### src/rtl/tick_generator.sv
// Multi-channel divider: per-channel square wave, period tick and divisor-accept strobe.
// Each channel runs its own IDLE/RUN machine. A new divisor is taken only at a half-period boundary.
module tick_generator #(
  parameter int NUM_CH = 2,
  parameter int CNT_W  = 26
) (
  input  logic                    clkin,
  input  logic                    rst_N,
  input  logic [NUM_CH-1:0]       ch_en,
  input  logic [NUM_CH*CNT_W-1:0] ch_div,
  input  logic                    sync_clr,
  output logic [NUM_CH-1:0]       clk_out,
  output logic [NUM_CH-1:0]       tick,
  output logic [NUM_CH-1:0]       div_ack
);

  // state   | meaning
  // ST_IDLE | channel stopped, counter and clk_out held at 0
  // ST_RUN  | counting up to r_act_div, toggling clk_out at each terminal count
  typedef enum logic {ST_IDLE, ST_RUN} state_t;

  state_t           r_state   [NUM_CH];
  logic [CNT_W-1:0] r_cnt     [NUM_CH];
  logic [CNT_W-1:0] r_act_div [NUM_CH];

  always_ff @(posedge clkin or negedge rst_N) begin
    if (!rst_N) begin
      for (int i = 0; i < NUM_CH; i++) begin
        r_state[i]   <= ST_IDLE;
        r_cnt[i]     <= '0;
        r_act_div[i] <= '0;
      end
      clk_out <= '0;
      tick    <= '0;
      div_ack <= '0;
    end else begin
      for (int i = 0; i < NUM_CH; i++) begin
        tick[i]    <= 1'b0;
        div_ack[i] <= 1'b0;
        case (r_state[i])
          ST_IDLE: begin
            r_cnt[i]   <= '0;
            clk_out[i] <= 1'b0;
            if (ch_en[i]) begin
              r_state[i]   <= ST_RUN;
              r_act_div[i] <= ch_div[i*CNT_W +: CNT_W];
              div_ack[i]   <= 1'b1;
            end
          end
          ST_RUN: begin
            // Priority: disable, then phase-align, then terminal count.
            if (!ch_en[i]) begin
              r_state[i] <= ST_IDLE;
              r_cnt[i]   <= '0;
              clk_out[i] <= 1'b0;
            end else if (sync_clr) begin
              r_cnt[i]     <= '0;
              clk_out[i]   <= 1'b0;
              r_act_div[i] <= ch_div[i*CNT_W +: CNT_W];
              div_ack[i]   <= (ch_div[i*CNT_W +: CNT_W] != r_act_div[i]);
            end else if (r_cnt[i] == r_act_div[i]) begin
              r_cnt[i]     <= '0;
              clk_out[i]   <= ~clk_out[i];
              tick[i]      <= ~clk_out[i];
              r_act_div[i] <= ch_div[i*CNT_W +: CNT_W];
              div_ack[i]   <= (ch_div[i*CNT_W +: CNT_W] != r_act_div[i]);
            end else begin
              r_cnt[i] <= r_cnt[i] + CNT_W'(1);
            end
          end
          default: r_state[i] <= ST_IDLE;
        endcase
      end
    end
  end

endmodule
### config.mk
export PLATFORM = sky130hd
export DESIGN_NAME = tick_generator
export DESIGN_NICKNAME = d
export VERILOG_FILES = /design/src/rtl/tick_generator.sv
export SDC_FILE = /design/constraint.sdc
export NUM_CORES = 1
export LEC_CHECK = 0
export ABC_AREA = 1
export CAP_MARGIN = 25
export CORE_MARGIN = 10
export CORE_UTILIZATION = 58
export DETAILED_ROUTE_END_ITERATION = 16
export GPL_ROUTABILITY_DRIVEN = 0
export PLACE_DENSITY = 0.81
export SYNTH_ARGS = -nofsm -noshare
export SYNTH_HDL_FRONTEND = slang
export SYNTH_SLANG_ARGS = --single-unit
export TNS_END_PERCENT = 1
### constraint.sdc
create_clock -name clkin -period 1.8 [get_ports clkin]
set_input_delay 0.36 -clock clkin [delete_from_list [all_inputs] [get_ports clkin]]
set_output_delay 0.36 -clock clkin [all_outputs]
set_load 0.005 [all_outputs]
==> metrics.log <==
INFO  metric worst_ep_required_time = about 2.1 ns
INFO  metric syn_nets = 1,004
INFO  metric antenna_cells = 0
INFO  metric first_iter_violations = between 600 and 700
INFO  metric final_core_util = between 70% and 80%
INFO  metric post_synth_instance_area = 0.00676 mm^2
INFO  metric grt_setup_unrepaired = true
INFO  metric wl = 19,400 um
INFO  metric design.final.nets = 1,117
INFO  metric setup_viol = 51
INFO  metric grt.overflow.total = 0
INFO  metric power.density_cell_area = between 600 and 700 mW/mm^2
INFO  metric clock_path_buffers = 2
INFO  metric timing_worst_setup_path_type = reg -> reg
INFO  metric start_util = around 60%
INFO  metric pin_count_of_the_biggest_net_entering_global_routing = 40
INFO  metric rows = 39
INFO  metric hold_path.class = in -> async
INFO  metric grt_util_all_layers = between 20 and 25%
INFO  metric ctsRootBufferMaster = clkbuf_16
INFO  metric floorplan.io_pins = 63
INFO  metric final_setup_skew = 0.00937 ns
INFO  metric timing.setup.tns = -1.77 ns
INFO  metric drcViolationCount = 0
INFO  metric setup_ws = -0.0676 ns
INFO  metric reg2reg_slack = -0.07 ns
INFO  metric tritoncts_num_sinks = 112
INFO  metric grt_pass1_wl = between 20,000 and 30,000 um
INFO  metric number_of_maximum_capacitance_violations = 0
INFO  metric grt_pass1_vias = 5,905
INFO  metric die-area = 0.0164 mm^2
INFO  metric critical_path_arrival = 2.12 ns
INFO  metric outcome = finished, violations left
INFO  metric tritoncts.num_buffers = 9
INFO  metric fillCellCount = 837
INFO  metric fin_hold_ws = ~0.48 ns
INFO  metric failed_checks = setup timing
INFO  metric initial_antenna_violation_count = 0
INFO  metric synth-seq-area-share = 41.5%
INFO  metric dp.final_hpwl = roughly 12,000 um
INFO  metric avgRoutedWirePerCell = 16.1 um
INFO  metric clk_transition_reported_paths = 0.07 ns
INFO  metric cts_tree = done
INFO  metric final_max_slew_viol_count = 0
INFO  metric placement.io_buffers = 62
INFO  metric vias_per_cell = ~5.5
INFO  metric reg2regPathDepth = 11
INFO  metric ys_seq_elements = 112
INFO  metric tightest_slew = slightly below 0.8 ns
INFO  metric netlist-cell-type-count = 30
INFO  metric fmax = 535 MHz
INFO  metric synthToLayoutAreaGrowth = 27.1%
INFO  metric timing.critical_path.to_type = register
INFO  metric detailroute.via_count = around 6,600
INFO  metric synthesis.area_per_instance = approximately 7.2 um^2
INFO  metric critical_path.reg2reg.startpoint = r_act_div[38]$_DFFE_PN0P_
INFO  metric worstSkewPairLatency = 0.36 ns
INFO  metric peakVddDrop = 1020 uV
INFO  metric cts.htree.levels = 3
INFO  metric syn_inst = 945
INFO  metric detail_route.first_pass.iterations = 6
INFO  metric core_area = 0.0114 mm^2
INFO  metric die_height = 128 um
INFO  metric power_leakage = 4.00 nW
INFO  metric hold_viol = 0
INFO  metric report.power.total = 5.94 mW
INFO  metric post-route-min-period = 1.87 ns
INFO  metric total_number_of_yosys_warnings = 0
INFO  metric die_width = between 100 and 150 um
INFO  metric drive_gt1_share = 14.9%
INFO  metric worst-path-max-fanout = 6
INFO  metric layout_worst_path_cycle_share = 104%
INFO  metric crit-reg2reg-capture = r_cnt[28]$_DFF_PN0_
INFO  metric timing.max_slew.rel_slack = 48.5%
INFO  metric antenna_violating_nets_post_route = 0
INFO  metric setup.worst_path.start_class = register
[Yosys cell counts, drive strengths merged]
| cell type | n | area [um^2] |
|---|---|---|
| nand2 | 312 | 1230 |
| nor2 | 137 | 544 |
| inv | 116 | 435 |
| dfrtp | 112 | 2800 |
| nand3 | 85 | 450 |
| xor2 | 51 | 447 |
| nor3 | 34 | 175 |
| xnor2 | 21 | 184 |
| buf | 17 | 123 |
| a21oi | 16 | 80.1 |
| nand4 | 16 | 100 |
| or2 | 10 | 62.6 |
| nor3b | 4 | 35.0 |
| o21ai | 4 | 20.0 |
| nor4 | 3 | 18.8 |
| o21bai | 3 | 22.5 |
| clkbuf | 2 | 7.51 |
| ha | 2 | 25.0 |
[area by class of cell]
cell class                      count  area [um^2]  area share, %
Timing Repair Buffer              117         1230           14.3
Tap cell                          143          179           2.08
Clock inverter                      5         56.3          0.655
Multi-Input combinational cell    702         3640           42.4
Sequential cell                   112         2810           32.7
Clock buffer                       10          239           2.78
Inverter                          116          435           5.07
[sequential cells by signal (all words and copies together) (netlist names)]
| name | flops |
|---|---|
| r_cnt | 52 |
| r_state | 2 |
| clk_out | 2 |
| r_act_div | 52 |
| tick | 2 |
| div_ack | 2 |
[timing repair]
| item | CTS | global route |
|---|---|---|
| endpoints found under the setup margin | 58 | 97 |
| hold buffers | 1 | 0 |
| pin swaps | 0 | 35 |
| cloned | 0 | 10 |
| endpoints found under the hold margin | 25 | 0 |
| setup buffers | 0 | 11 |
| gates resized for setup | 3 | 60 |
[power breakdown]
part           leakage (nW)  internal [mW]  switching [mW]
combinational          2.40          0.491           0.564
sequential             1.46           2.66           0.178
clock                 0.145           1.11           0.938
total                  4.00           4.26            1.68
[worst max-delay path by stage]
stage / cells past startpoint / endpoint / startpoint
final: 11 / r_cnt[28]$_DFF_PN0_ / r_act_div[38]$_DFFE_PN0P_
after global routing: 11 / r_cnt[28]$_DFF_PN0_ / r_act_div[38]$_DFFE_PN0P_
after CTS: 11 / r_act_div[48]$_DFFE_PN0P_ / r_cnt[27]$_DFF_PN0_
after global placement: 8 / div_ack[0]$_DFF_PN0_ / ch_div[1]
after floorplan: 9 / r_cnt[24]$_DFF_PN0_ / r_cnt[0]$_DFF_PN0_
after detailed placement: 8 / div_ack[0]$_DFF_PN0_ / ch_div[1]
[per-stage QoR]
stage	cell area, um^2	instances	setup slack [ns]
after floorplan	6760	945	0.179
after global placement	7800	1168	-0.155
after detailed placement	7800	1168	-0.181
after CTS	8130	1184	0.00567
after global routing	8590	1205	-0.212
final	8590	1205	-0.0676
[critical path, stage by stage (launching register included)]
cell and delay, ns:
dfrtp_1 0.41, inv_1 0.09, nand2_1 0.10, nand2_1 0.09
a21oi_1 0.13, nand2_1 0.10, nor2_4 0.15, nand3_4 0.19
buf_6 0.20, nand2_8 0.08, clkbuf_16 0.16, nor3_1 0.06
[cells by family (layout without fill, tap and decap cells)]
logic type | count (synthesis) | count (layout) | share of synthesized area (%)
buffers and inverters | 135 | 248 | 8.37
AND/OR/NAND/NOR | 601 | 605 | 38.7
AO/OA/AOI/OAI | 23 | 23 | 1.81
XOR/XNOR | 72 | 72 | 9.33
adder cells (fa/ha/maj) | 2 | 2 | 0.370
flip-flops | 112 | 112 | 41.5
[per-layer routing]
layer  vias to the layer above  part of all wire [%]  track usage, %  routed length [um]
li1                       3153                     -               -                   -
met1                      3108                    39            25.6                7520
met2                       295                    50            34.2                9680
met3                        70                   7.7            5.50                1500
met4                         0                   3.8            6.56                 736
met5                         -                     0               0                   0
[cells in the final DEF, fill, tap and decap left out, drive strengths merged]
cell,count
nand4,16
nand3,85
nor4,3
xnor2,21
ha,2
clkbuf,14
nor2,137
or2,10
dlygate4sd3,1
o21bai,3
nor3,34
bufinv,1
buf,51
clkdlybuf4s50,61
xor2,51
a21oi,16
dfrtp,112
o21ai,4
nand2,316
inv,117
nor3b,4
clkinvlp,1
clkinv,2
(Power assumes the default switching activity.)
